<file path="config.mk">
export PLATFORM = sky130hd
export DESIGN_NAME = pio_pin_arbiter
export DESIGN_NICKNAME = d
export VERILOG_FILES = /design/src/rtl/pio_pin_arbiter.sv
export SDC_FILE = /design/constraint.sdc
export NUM_CORES = 1
export LEC_CHECK = 0
export BUFFER_PORTS_ARGS = -buffer_cell sky130_fd_sc_hd__buf_2
export CAP_MARGIN = 25
export CORE_ASPECT_RATIO = 1.5
export CORE_MARGIN = 10
export CORE_UTILIZATION = 37
export CTS_BUF_LIST = sky130_fd_sc_hd__clkbuf_4 sky130_fd_sc_hd__clkbuf_8
export DETAILED_ROUTE_END_ITERATION = 10
export HOLD_SLACK_MARGIN = 0.08
export PLACE_DENSITY = 0.67
export SLEW_MARGIN = 20
export SYNTH_ARGS = -nofsm -noshare
export SYNTH_HDL_FRONTEND = slang
export SYNTH_SLANG_ARGS = --single-unit
</file>
<file path="constraint.sdc">
create_clock -name clk -period 2.8 [get_ports clk]
set_input_delay 0.14 -clock clk [delete_from_list [all_inputs] [get_ports clk]]
set_output_delay 0.14 -clock clk [all_outputs]
set_load 0.01 [all_outputs]
</file>
<file path="src/rtl/pio_pin_arbiter.sv">
// pio_pin_arbiter
//   Registered per-pin arbiter between the PIO state machines and the pad
//   drivers. Each pin selects a winning SM every cycle. The default winner is
//   the lowest-index driver. In sticky mode, the current owner keeps the pin
//   for as long as it continues to drive. The winner's value and enable appear
//   on core_output/core_drive one clock later. Pins where more than one SM
//   drove are reported as a 1-cycle conflict pulse. A saturating counter
//   counts the cycles in which any pin was in conflict.
//
//   Ports
//     clk            system clock
//     rst_n          asynchronous active-low reset
//     sm_output      SM k value for pin i at bit [k*NUM_PINS+i]
//     sm_drive       SM k drive-enable for pin i, same packing
//     sticky_mode    per pin: 1 = sticky ownership, 0 = fixed priority
//     count_clear    synchronous clear of conflict_count (wins over increment)
//     core_output    registered pin value
//     core_drive     registered pin output enable
//     owner_valid    pin currently owned
//     owner_id       owning SM of pin i at [i*OWNER_W +: OWNER_W]
//     conflict       pin i had two or more drivers in the previous cycle
//     conflict_count saturating count of cycles with any conflict
module pio_pin_arbiter #(
  parameter int NUM_SM   = 4,
  parameter int NUM_PINS = 32,
  parameter int CNT_W    = 16,
  localparam int OWNER_W = (NUM_SM > 1) ? $clog2(NUM_SM) : 1
) (
  input  logic                        clk,
  input  logic                        rst_n,
  input  logic [NUM_SM*NUM_PINS-1:0]  sm_output,
  input  logic [NUM_SM*NUM_PINS-1:0]  sm_drive,
  input  logic [NUM_PINS-1:0]         sticky_mode,
  input  logic                        count_clear,
  output logic [NUM_PINS-1:0]         core_output,
  output logic [NUM_PINS-1:0]         core_drive,
  output logic [NUM_PINS-1:0]         owner_valid,
  output logic [NUM_PINS*OWNER_W-1:0] owner_id,
  output logic [NUM_PINS-1:0]         conflict,
  output logic [CNT_W-1:0]            conflict_count
);

  logic [NUM_PINS-1:0]         core_output_reg;
  logic [NUM_PINS-1:0]         core_drive_reg;
  logic [NUM_PINS-1:0]         owner_valid_reg;
  logic [NUM_PINS*OWNER_W-1:0] owner_id_reg;
  logic [NUM_PINS-1:0]         conflict_reg;
  logic [CNT_W-1:0]            count_reg;

  logic [NUM_PINS-1:0]         win_valid_next;
  logic [NUM_PINS-1:0]         win_value_next;
  logic [NUM_PINS*OWNER_W-1:0] win_id_next;
  logic [NUM_PINS-1:0]         conflict_next;

  genvar gi;
  generate
    for (gi = 0; gi < NUM_PINS; gi++) begin : g_pin
      logic               found;
      logic               multi;
      logic               value;
      logic [OWNER_W-1:0] win;
      logic [OWNER_W-1:0] owner_cur;

      assign owner_cur = owner_id_reg[gi*OWNER_W +: OWNER_W];

      always_comb begin
        found = 1'b0;
        multi = 1'b0;
        value = 1'b0;
        win   = '0;
        // The scan runs from high to low index, so the last hit is the
        // lowest-index driver. Any earlier hit means there are two or more
        // drivers.
        for (int k = NUM_SM - 1; k >= 0; k--) begin
          if (sm_drive[k*NUM_PINS+gi]) begin
            if (found) multi = 1'b1;
            found = 1'b1;
            win   = OWNER_W'(k);
            value = sm_output[k*NUM_PINS+gi];
          end
        end
        // A sticky owner that is still driving overrides the priority
        // pick. This uses the owner register from the previous cycle, so a
        // change to sticky_mode applies immediately.
        if (sticky_mode[gi] && owner_valid_reg[gi]) begin
          for (int k = 0; k < NUM_SM; k++) begin
            if (sm_drive[k*NUM_PINS+gi] && (owner_cur == OWNER_W'(k))) begin
              win   = OWNER_W'(k);
              value = sm_output[k*NUM_PINS+gi];
            end
          end
        end
      end

      assign win_valid_next[gi]                    = found;
      assign win_value_next[gi]                    = value;
      assign win_id_next[gi*OWNER_W +: OWNER_W]    = win;
      assign conflict_next[gi]                     = multi;
    end
  endgenerate

  always_ff @(posedge clk or negedge rst_n) begin
    if (!rst_n) begin
      core_output_reg <= '0;
      core_drive_reg  <= '0;
      owner_valid_reg <= '0;
      owner_id_reg    <= '0;
      conflict_reg    <= '0;
      count_reg       <= '0;
    end else begin
      // With no winner, value and id are already 0 in the selection logic.
      core_output_reg <= win_value_next;
      core_drive_reg  <= win_valid_next;
      owner_valid_reg <= win_valid_next;
      owner_id_reg    <= win_id_next;
      conflict_reg    <= conflict_next;
      if (count_clear) begin
        count_reg <= '0;
      end else if ((|conflict_next) && (count_reg != {CNT_W{1'b1}})) begin
        count_reg <= count_reg + CNT_W'(1);
      end
    end
  end

  assign core_output    = core_output_reg;
  assign core_drive     = core_drive_reg;
  assign owner_valid    = owner_valid_reg;
  assign owner_id       = owner_id_reg;
  assign conflict       = conflict_reg;
  assign conflict_count = count_reg;

endmodule

</file>
==> flow_summary.rst, run 1 <==
.. list-table::
   :header-rows: 1

   * - Metric
     - Value
   * - Result of the run
     - completed
   * - Die area
     - 40300 um2
   * - Post-DR vias/cell
     - 5.66
   * - Starting utilization of the core area
     - between 30% and 40%
   * - Final critical path time including I/O delays and setup
     - roughly 2.6 ns
   * - Final standard cell utilization of the core
     - ~56%
   * - Fraction of synthesized cell area taken by the top area cell type
     - a little over a third
   * - Clock Latency Late Sink
     - between 0.4 and 0.5 ns
   * - Final Total Pwr
     - around 7000 uW
   * - Area contributors post-synth
     - dfrtp_1, a21oi_1, nand2_1, o21ai_0, a211oi_1
   * - Worst min-delay path category
     - input port to register
   * - Total gr overflow
     - 0
   * - Power per unit of standard cell area
     - approximately 400 nW/um2
   * - Residual antenna-violating net count after detailed routing
     - 0
   * - Final cycle utilization of the critical path
     - ~93%
   * - Total number of yosys warnings
     - 0
   * - Synthesized flop and latch total
     - roughly 180
   * - Unique cell type count in the Yosys netlist
     - 62
   * - Top-level port count
     - between 400 and 500
   * - Number of buffers inserted by port buffering
     - 498
   * - Row Count
     - 80
   * - Type of element capturing the critical path
     - register
   * - Worst slew pin tran
     - ~0.61 ns
   * - Clock Skew
     - between 0.01 and 0.015 ns
   * - Tightest slew margin relative to the limit
     - between 50 and 60%
   * - Worst-path clk slew
     - approximately 0.08 ns
   * - Post-Syn Instances
     - 1415
   * - Routability congestion estimate
     - 0.930
   * - Number of gates resized after cts
     - 0
   * - Maximum net fanout on the critical path
     - 22
   * - Peak VDD IR
     - 0.283 mV
   * - Sequential-to-total area share from yosys stat
     - 36.6%
   * - Clock root cell
     - clkbuf_8
   * - Data arrival, critical path
     - between 2 and 3 ns
   * - CTS sink count
     - 176
   * - Global-route wire length before repair
     - approximately 77 mm
   * - Classification of the worst setup path
     - input port to register
   * - Final Max Slew Viols
     - 0
   * - RSZ-0062 raised after global routing
     - no
   * - Via count of the first global-routing pass
     - around 14k
   * - Largest net degree at the start of global routing
     - just under 70
   * - Detailed Route WL
     - about 50 mm
   * - Startpoint class of the critical path
     - input port
   * - Post-synth EDFFs
     - 0
   * - Detailed-route via count
     - approximately 14k
   * - Count of maximum capacitance violations
     - 0
   * - Critical path required time
     - between 3 and 4 ns
   * - Max reg flops
     - 64
   * - CTS buffer count
     - 17
   * - F_max
     - 383 MHz
   * - Core Footprint
     - between 30000 and 40000 um2
   * - Post-synth top area cell
     - dfrtp_1
   * - Setup violations, final
     - 0
   * - Number of nets in the synthesized netlist
     - 1707
   * - DRC marker count from the first detailed-route iteration
     - 1177
   * - Synthesized area divided by synthesized cell count
     - approximately 8.5 um2
   * - Fin Setup TNS
     - 0 ns
   * - Combined area of all synthesized cells
     - 12000 um2
   * - Max Buffers Root-to-Sink
     - 2
   * - CTS tree
     - built
   * - Post-DP HPWL
     - ~36 mm
   * - Synth Flop Type
     - dfrtp_1
   * - Worst Hold Slack
     - 0.128 ns
   * - DRC errors left
     - 0
   * - Area growth from synthesis to final layout
     - 50.0%
   * - Number of nets in the finished design
     - about 2.4k
   * - Wire length per cell after detailed routing
     - roughly 19 um
   * - Width of the die
     - approximately 170 um
   * - Fraction of synthesis flops using an asynchronous set or reset pin
     - 100%
   * - Leakage Power
     - about 0.0078 uW
   * - Count of endpoints failing hold in the final timing report
     - 0
   * - CTS H-tree depth
     - 4
   * - Gr usage total
     - 23.0%
   * - Ratio of cells with drive above 1 in the final layout
     - 27.7%
   * - Antenna violations before repair
     - 4
   * - Chip height
     - roughly 240 um
   * - First-pass iteration count of the detailed router
     - 6
## synthesized netlist by cell type, types with 7 or more instances
| library cell | count |
|---|---|
| mux2_2 | 7 |
| a21oi_1 | 140 |
| buf_4 | 34 |
| nor2b_1 | 67 |
| buf_2 | 50 |
| o21ai_0 | 95 |
| or4_1 | 10 |
| nand2b_1 | 7 |
| a32o_1 | 10 |
| and3_1 | 24 |
| a2bb2oi_1 | 8 |
| a41oi_1 | 14 |
| o31ai_1 | 9 |
| nor4_1 | 7 |
| nand3b_1 | 29 |
| nand4_1 | 12 |
| a211oi_1 | 56 |
| o21a_1 | 25 |
| a221oi_1 | 26 |
| a31oi_1 | 18 |
| a211oi_2 | 20 |
| nand2_1 | 137 |
| o22ai_1 | 45 |
| o21bai_1 | 29 |
| a22o_1 | 10 |
| nor2_1 | 72 |
| nand4b_1 | 12 |
| inv_1 | 27 |
| nor3b_1 | 13 |
| mux2i_1 | 32 |
| or2_2 | 21 |
| dfrtp_1 | 176 |
| or3_1 | 24 |
| nand3_1 | 38 |
| clkbuf_1 | 31 |
| nor3_1 | 15 |
## path summary, 6_finish.rpt
| kind | startpoint | endpoint | slack [ns] | cells after the start |
|---|---|---|---|---|
| max | sm_drive[93] | conflict_count[0] | 0.19 | 8 |
| min | sm_drive[37] | conflict[5] | 0.13 | 3 |
| max reg2reg | conflict_count[0] | conflict_count[0] | 0.42 | 6 |
| min reg2reg | conflict_count[13] | conflict_count[13] | 0.60 | 2 |
| max in group asynchronous | rst_n | owner_id[0] | 1.86 | 3 |
| min in group asynchronous | rst_n | owner_valid[25] | 0.21 | 2 |
## metrics by stage
stage,area (um2),instances,setup WS [ns]
after floorplan,12000,1415,0.743
final,18000,2558,0.186
after CTS,18000,2555,0.194
after global placement,14400,2206,0.197
after detailed placement,14400,2206,0.218
after global routing,18000,2557,0.0763
## power by group
group | total (uW) | internal [uW] | switching, uW
registers | 3000 | 2740 | 260
clock network | 2000 | 1030 | 965
logic | 2140 | 1090 | 1040
total | 7130 | 4860 | 2270
## area by class of cell
type	instances	area [um2]
flip-flops and latches	176	4400
inverters	27	101
fillers	2817	13900
multi-input cells	1090	6830
clock buffers	22	278
clock inverters	9	155
diodes	3	7.51
well taps	410	513
repair buffers	821	5750
## metal layers
metal  up-vias  wire, um  track usage, %
li1       6764         -               -
met1      6926     18200            25.2
met2       688     25300            41.8
met3        92      3470            5.26
met4         2      1590            9.36
met5         -        10               0
## kinds of logic (layout without fill, tap and decap cells)
kind of cell,Yosys count,in the layout,share of synthesized area [%]
AOI/OAI and AO/OA,544,544,30.5
buffers and inverters,149,879,6.56
and+or+nand+nor,498,498,22.0
muxes,47,47,4.22
DFF,176,176,36.6
other,0,3,0
adders and majority gates,1,1,0.104
## critical path: stages
cell	delay, ns
dlygate4sd3_1	0.58
buf_2	0.19
a211oi_1	0.45
o22ai_1	0.12
nor4_1	0.54
and4_4	0.49
nor2_1	0.13
mux2_4	0.33
## cells in the final DEF (no fill, tap or decap), drive strengths merged, types with 12 or more instances in the layout
| cell | count |
|---|---|
| a211oi | 76 |
| a21oi | 140 |
| a221oi | 26 |
| a31oi | 18 |
| a41oi | 14 |
| and3 | 24 |
| buf | 502 |
| clkbuf | 23 |
| dfrtp | 176 |
| dlygate4sd3 | 318 |
| inv | 29 |
| mux2 | 15 |
| mux2i | 32 |
| nand2 | 137 |
| nand3 | 38 |
| nand3b | 29 |
| nand4 | 12 |
| nand4b | 12 |
| nor2 | 72 |
| nor2b | 67 |
| nor3 | 15 |
| nor3b | 13 |
| o21a | 25 |
| o21ai | 95 |
| o21bai | 29 |
| o22ai | 45 |
| or2 | 21 |
| or3 | 24 |
## timing repair
action,CTS,global route
endpoints found under the hold margin,229,0
hold buffers,318,0
setup buffers,0,0
setup endpoints to repair,0,0
(Power assumes the default switching activity.)
==> run 2: changes to the inputs <==
--- a/config.mk
+++ b/config.mk
@@ -14,7 +14,9 @@
 export DETAILED_ROUTE_END_ITERATION = 10
 export HOLD_SLACK_MARGIN = 0.08
 export PLACE_DENSITY = 0.67
+export REMOVE_ABC_BUFFERS = 1
 export SLEW_MARGIN = 20
 export SYNTH_ARGS = -nofsm -noshare
 export SYNTH_HDL_FRONTEND = slang
 export SYNTH_SLANG_ARGS = --single-unit
+export TNS_END_PERCENT = 5
==> constraint.sdc (replaced) <==
create_clock -name clk -period 2.8 [get_ports clk]
set_input_delay 0.42 -clock clk [delete_from_list [all_inputs] [get_ports clk]]
set_output_delay 0.42 -clock clk [all_outputs]
set_load 0.01 [all_outputs]
==> flow_summary.rst, run 2 (synthesized netlist as in run 1, its figures left out) <==
.. list-table::
   :header-rows: 1

   * - Metric
     - Value
   * - Result of the run
     - completed
   * - Setup violations, final
     - 0
   * - Post-route worst setup slack
     - approximately 0.42 ns
   * - First-pass iteration count of the detailed router
     - 5
   * - Highest-count cells in the layout ignoring fill and taps
     - buf_2, dfrtp_1, a21oi_1
   * - RSZ-0062 raised after global routing
     - no
   * - Wire length per cell after detailed routing
     - just under 20 um
   * - Post-DR vias/cell
     - approximately 5.7
   * - Post-placement worst setup slack
     - -0.137 ns
   * - Detailed-route via count
     - between 10k and 15k
   * - Critical path required time
     - 3.18 ns
   * - Min-Delay Path Depth
     - 2
   * - Worst slew pin tran
     - approximately 0.7 ns
   * - DRC errors left
     - 0
   * - Gr usage total
     - 20.8%
   * - Number of buffers inserted by port buffering
     - 498
   * - CTS buffer count
     - 17
   * - Clock Skew
     - 0.0145 ns
   * - Chip height
     - ~240 um
   * - Clock share of power
     - between 20 and 30%
   * - Final Total Pwr
     - about 6600 uW
   * - Number of nets in the finished design
     - between 2k and 2.5k
   * - Width of the die
     - roughly 170 um
   * - Comb pwr share
     - around a quarter
   * - Max Buffers Root-to-Sink
     - 2
   * - Final critical path time including I/O delays and setup
     - approximately 2.4 ns
   * - Power per unit of standard cell area
     - 444 nW/um2
   * - Endpoint of the worst hold path
     - core_output[13]
   * - Share of total power in sequential cells
     - ~45%
   * - HP Start
     - sticky_mode[13]
   * - Worst-path clk slew
     - around 0.11 ns
   * - Tightest slew margin relative to the limit
     - 53.2%
   * - CP bufs+invs
     - 0
   * - DRC marker count from the first detailed-route iteration
     - between 800 and 900
   * - Number of buffers inserted to repair setup after CTS
     - 0
   * - R2r endpoint
     - conflict_count[0]
   * - F_max
     - 420 MHz
   * - Global-route wire length before repair
     - 68.7 mm
   * - Residual antenna-violating net count after detailed routing
     - 0
   * - Count of maximum capacitance violations
     - 0
   * - Via count of the first global-routing pass
     - approximately 13k
   * - Final Max Slew Viols
     - 0
   * - Die area
     - 40300 um2
   * - Number of buffers inserted by hold repair at cts
     - 1
   * - Post-DP HPWL
     - approximately 36 mm
   * - Area growth from synthesis to final layout
     - 23.5%
   * - Top-level port count
     - approximately 500
   * - Worst Hold Slack
     - about 0.15 ns
   * - Core Footprint
     - ~32000 um2
   * - Worst setup slack for register-to-register paths
     - 0.42 ns
   * - Total net switching power
     - between 2000 and 2500 uW
   * - Row Count
     - 80
   * - Peak VDD IR
     - 0.294 mV
   * - CP Cell Sequence
     - ha_1 -> nand2_1 -> nor4_1 -> and2b_1 -> nor2_1 -> mux2_4
   * - Path depth of the worst reg2reg path
     - 6
   * - CTS H-tree depth
     - 4
   * - Switching Share
     - a little over a third
   * - Detailed Route WL
     - between 40 and 50 mm
   * - Critical R2R Launch
     - conflict_count[0]
   * - Ratio of cells with drive above 1 in the final layout
     - between 30% and 40%
   * - Classification of the worst setup path
     - register to register
   * - Routability congestion estimate
     - about 0.95
   * - CTS sink count
     - 176
   * - Final standard cell utilization of the core
     - 46.5%
   * - Data arrival, critical path
     - 2.76 ns
   * - Commonest non-fill, non-tap cell in the layout
     - buf_2
   * - Internal power summed over all cells
     - ~4300 uW
   * - Clock Latency Late Sink
     - 0.51 ns
   * - Worst min-delay path category
     - input port to register
   * - Maximum net fanout on the critical path
     - 16
   * - Starting utilization of the core area
     - between 30% and 40%
   * - Max reg flops
     - 64
   * - Number of gates resized after cts
     - 0
   * - Clock root cell
     - clkbuf_8
   * - Antenna violations before repair
     - 16
   * - Largest net degree at the start of global routing
     - 80
   * - Count of endpoints failing hold in the final timing report
     - 0
   * - Leakage Power
     - about 0.0065 uW
   * - Type of element capturing the critical path
     - register
   * - Family with the most delay on the worst path
     - simple AND/OR/NAND/NOR gates
   * - Startpoint class of the critical path
     - register
   * - Largest stage delay, worst path
     - ~0.55 ns
   * - Total gr overflow
     - 0
   * - Cell type of the slowest stage on the worst timing path
     - and2b_1
   * - Final cycle utilization of the critical path
     - about 85%
   * - CTS tree
     - built
-- run 2: final cells by class --
class                      count  area [um2]
multi-input combinational   1090        6830
antenna                        5        12.5
fill                        3208       17100
clock buffer                  17         234
sequential                   176        4400
clock inverter                15         170
timing repair buffer         506        2590
inverter                      27         101
tap                          410         513
-- run 2: worst max path at each step --
stage,startpoint,endpoint,depth (start not counted)
floorplan,conflict_count[0],conflict_count[0],6
global placement,sm_drive[58],conflict_count[0],7
detailed placement,sm_drive[58],conflict_count[0],7
CTS,sm_drive[58],conflict_count[0],7
global route,conflict_count[0],conflict_count[0],6
finish,conflict_count[0],conflict_count[0],6
-- run 2: power by group through the flow --
stage          logic [uW]  clock network [uW]  registers [uW]
6_report             1690                1920            2990
5_1_grt              1870                2080            3030
4_1_cts              1700                1980            2990
3_5_place_dp         1700                   0            3030
3_3_place_gp         1670                   0            3030
2_1_floorplan         696                   0            3090
-- run 2: worst register-to-register path, cell delays in order, from the launching register on --
cell and delay [ns]:
dfrtp_1 0.43, ha_1 0.23, nand2_1 0.09, nor4_1 0.49
and2b_1 0.55, nor2_1 0.16, mux2_4 0.32
-- run 2: metal layers --
layer  part of all wire [%]  track usage [%]  vias up  wire (um)
li1                       -                -     6133          -
met1                     38             22.4     6176      16700
met2                     52             38.0      486      23200
met3                    7.5             6.06       65       3350
met4                    2.5             7.56       14       1110
met5                   0.19                0        -         83
-- run 2: through the flow --
step                setup TNS, ns  cell area (um2)  instances
floorplan                       0            11300       1293
finish                          0            14900       2246
global route                    0            14900       2245
global placement           -0.729            14400       2208
CTS                             0            14800       2241
detailed placement         -0.963            14400       2208
==> run 3: changes to the inputs <==
--- a/config.mk
+++ b/config.mk
@@ -5,15 +5,15 @@
 export SDC_FILE = /design/constraint.sdc
 export NUM_CORES = 1
 export LEC_CHECK = 0
+export ABC_AREA = 1
 export BUFFER_PORTS_ARGS = -buffer_cell sky130_fd_sc_hd__buf_2
 export CAP_MARGIN = 25
-export CORE_ASPECT_RATIO = 1.5
 export CORE_MARGIN = 10
 export CORE_UTILIZATION = 37
 export CTS_BUF_LIST = sky130_fd_sc_hd__clkbuf_4 sky130_fd_sc_hd__clkbuf_8
 export DETAILED_ROUTE_END_ITERATION = 10
 export HOLD_SLACK_MARGIN = 0.08
-export PLACE_DENSITY = 0.67
+export PLACE_DENSITY = 0.68
 export REMOVE_ABC_BUFFERS = 1
 export SLEW_MARGIN = 20
 export SYNTH_ARGS = -nofsm -noshare
==> constraint.sdc (replaced) <==
create_clock -name clk -period 2.3 [get_ports clk]
set_input_delay 0.345 -clock clk [delete_from_list [all_inputs] [get_ports clk]]
set_output_delay 0.345 -clock clk [all_outputs]
set_load 0.01 [all_outputs]
==> flow_summary.rst, run 3 <==
.. list-table::
   :header-rows: 1

   * - Metric
     - Value
   * - Result of the run
     - completed
   * - Clock Skew
     - between 0.015 and 0.02 ns
   * - Fraction of synthesized cell area taken by the top area cell type
     - 39.0%
   * - Routability congestion estimate
     - roughly 0.96
   * - Ranking of synthesized cells by instance count
     - nand2_1, inv_1, dfrtp_1
   * - Clock root cell
     - clkbuf_8
   * - Synthesized flop and latch total
     - about 180
   * - Unique cell type count in the Yosys netlist
     - 35
   * - Largest net degree at the start of global routing
     - 62
   * - Post-synth top area cell
     - dfrtp_1
   * - Commonest non-fill, non-tap cell in the layout
     - buf_2
   * - Worst-path clk slew
     - about 0.090 ns
   * - Post-synth EDFFs
     - 0
   * - Cell repeated most along the worst path
     - nand2_1
   * - Cell type of the slowest stage on the worst timing path
     - dlygate4sd3_1
   * - Peak VDD IR
     - roughly 0.26 mV
   * - Classification of the worst setup path
     - input port to register
   * - Post-placement worst setup slack
     - between 0.2 and 0.3 ns
   * - Sequential-to-total area share from yosys stat
     - approximately two fifths
   * - CTS tree
     - built
   * - Total number of yosys warnings
     - 0
   * - Setup crit start
     - sm_drive[24]
   * - Top-level port count
     - between 400 and 500
   * - Wire length per cell after detailed routing
     - roughly 17 um
   * - Final Max Slew Viols
     - 0
   * - Fraction of synthesis flops using an asynchronous set or reset pin
     - 100%
   * - Core Footprint
     - approximately 30000 um2
   * - Global-route wire length before repair
     - 68.1 mm
   * - CTS sink count
     - around 180
   * - Setup violations, final
     - 0
   * - Maximum net fanout on the critical path
     - 17
   * - Clock Latency Late Sink
     - approximately 0.47 ns
   * - Residual antenna-violating net count after detailed routing
     - 0
   * - Width of the die
     - between 150 and 200 um
   * - Stages on worst setup path
     - 13
   * - Tightest slew margin relative to the limit
     - 70.5%
   * - CTS buffer count
     - 17
   * - Number of gates resized after cts
     - 0
   * - F_max
     - between 400 and 500 MHz
   * - Area growth from synthesis to final layout
     - 29.9%
   * - Worst Hold Slack
     - between 0.1 and 0.15 ns
   * - Area contributors post-synth
     - dfrtp_1, nand2_1, inv_1, o21ai_0, nor2_1
   * - Largest stage delay, worst path
     - 0.54 ns
   * - Worst slew pin tran
     - 0.443 ns
   * - Internal power summed over all cells
     - roughly 5000 uW
   * - Critical R2R Launch
     - conflict_count[0]
   * - Critical path required time
     - ~2.7 ns
   * - DRC marker count from the first detailed-route iteration
     - about 740
   * - Final critical path time including I/O delays and setup
     - 2.09 ns
   * - Clock share of power
     - around 27%
   * - Starting utilization of the core area
     - between 30% and 40%
   * - Number of nets in the finished design
     - around 2.5k
   * - Switching Share
     - between 30% and 40%
   * - Worst min-delay path category
     - input port to register
   * - Post-Syn Instances
     - roughly 1.7k
   * - First-pass iteration count of the detailed router
     - 6
   * - Cell with the most instances after synthesis
     - nand2_1
   * - CTS H-tree depth
     - 4
   * - Share of total power in sequential cells
     - a little under half
   * - Worst setup slack for register-to-register paths
     - roughly 0.57 ns
   * - Detailed-route via count
     - 13.0k
   * - Synth Flop Type
     - dfrtp_1
   * - Count of endpoints failing hold in the final timing report
     - 0
   * - Power per unit of standard cell area
     - 511 nW/um2
   * - Critical Path Sink
     - conflict_count[13]
   * - Startpoint class of the critical path
     - input port
   * - Die area
     - 37900 um2
   * - Combined area of all synthesized cells
     - between 10000 and 15000 um2
   * - Post-DR vias/cell
     - around 5.0
   * - Max reg flops
     - 64
   * - Count of maximum capacitance violations
     - 0
   * - Post-DP HPWL
     - ~37 mm
   * - Number of buffers inserted by port buffering
     - between 400 and 500
   * - RSZ-0062 raised after global routing
     - no
   * - R2r endpoint
     - conflict_count[14]
   * - DRC errors left
     - 0
   * - Gr usage total
     - between 20% and 30%
   * - Total net switching power
     - between 2000 and 3000 uW
   * - Ratio of cells with drive above 1 in the final layout
     - between 20% and 30%
   * - Family with the most delay on the worst path
     - simple AND/OR/NAND/NOR gates
   * - Path depth of the worst reg2reg path
     - 7
   * - Chip height
     - around 200 um
   * - Max Buffers Root-to-Sink
     - 2
   * - Final standard cell utilization of the core
     - around half
   * - Comb pwr share
     - about a quarter
   * - Via count of the first global-routing pass
     - around 13k
   * - CP bufs+invs
     - 2
   * - CP Cell Sequence
     - dlygate4sd3_1 -> buf_2 -> nor2_1 -> nand2_1 -> nand2_1 -> nand2_1 -> nor2_1 -> nand2_1 -> nor2_2 -> nand2_4 -> nand2_4 -> nand3_1 -> nand2_1
   * - Total gr overflow
     - 0
   * - Data arrival, critical path
     - ~2.5 ns
   * - Row Count
     - 63
   * - Post-route worst setup slack
     - roughly 0.21 ns
   * - Leakage Power
     - approximately 0.008 uW
   * - Antenna violations before repair
     - 11
   * - Final Total Pwr
     - 7490 uW
   * - Fin Setup TNS
     - 0 ns
   * - Detailed Route WL
     - roughly 44 mm
   * - Highest-count cells in the layout ignoring fill and taps
     - buf_2, nand2_1, inv_1
   * - Final cycle utilization of the critical path
     - between 90% and 100%
   * - Type of element capturing the critical path
     - register
   * - Synthesized area divided by synthesized cell count
     - between 6 and 7 um2
-- run 3: cell types whose count changed in the layout (fill, tap and decap cells not counted), moves of 36 or more --
cell,previous run,this run
a211oi_1,56,5
o31ai_1,9,49
nor3_1,15,88
inv_1,27,312
o22ai_1,45,5
a21oi_1,140,104
nand2_1,137,419
nor2_1,72,151
nor2b_1,67,0
-- run 3: cells by family (layout without fill, tap and decap cells) --
kind of cell	count (synthesis)	count (layout)	share of synthesized area (%)
and+or+nand+nor	782	782	29.3
buffers and inverters	350	870	12.8
AOI/OAI and AO/OA	341	341	17.7
DFF	176	176	39.0
xor gates and xnor gates	14	14	1.09
adders and majority gates	1	1	0.111
other	0	5	0
-- run 3: worst min-delay path by stage --
| stage | cells after the start | to | from |
|---|---|---|---|
| 4_1_cts | 2 | owner_id[33] | sm_drive[16] |
| 6_report | 2 | owner_id[12] | sm_drive[6] |
| 3_3_place_gp | 1 | owner_id[8] | rst_n |
| 2_1_floorplan | 0 | conflict[0] | rst_n |
| 3_5_place_dp | 1 | owner_id[8] | rst_n |
| 5_1_grt | 2 | owner_id[12] | sm_drive[6] |
-- run 3: repair_timing --
action,in CTS,in global routing
endpoints found under the hold margin,57,0
hold buffers,22,0
buffers inserted,0,0
-- run 3: cell type report --
class,instances,area [um2]
inverters,312,1170
clock inverters,11,83.8
flip-flops and latches,176,4400
repair buffers,527,2800
fillers,3044,15200
diodes,5,12.5
well taps,390,488
multi-input cells,1138,5430
clock buffers,20,269
-- run 3: power by group through the flow --
stage / sequential [uW] / combinational, uW / clock, uW
6_report: 3500 / 1960 / 2030
5_1_grt: 3530 / 2200 / 2240
4_1_cts: 3500 / 1970 / 2110
3_5_place_dp: 3560 / 1930 / 0
3_3_place_gp: 3560 / 1890 / 0
2_1_floorplan: 3660 / 785 / 0
-- run 3: metal layers --
| metal | track usage, % | vias to the layer above | share of wire, % |
|---|---|---|---|
| li1 | - | 6396 | - |
| met1 | 24.5 | 5891 | 38 |
| met2 | 38.6 | 598 | 50 |
| met3 | 7.57 | 71 | 9.7 |
| met4 | 7.07 | 10 | 2.2 |
| met5 | 0 | - | 0.14 |
-- run 3: per-stage QoR --
step / cells / area (um2)
final: 2579 / 14700
after global routing: 2578 / 14700
after CTS: 2574 / 14600
after detailed placement: 2521 / 14100
after global placement: 2521 / 14100
after floorplan: 1626 / 11000
-- run 3: worst reg2reg max path: stages (launching register included) --
cell	delay, ns
dfrtp_1	0.47
ha_1	0.27
nand2_1	0.08
nor3_2	0.24
nand4_2	0.19
buf_4	0.22
nand4_1	0.09
nand2_1	0.05
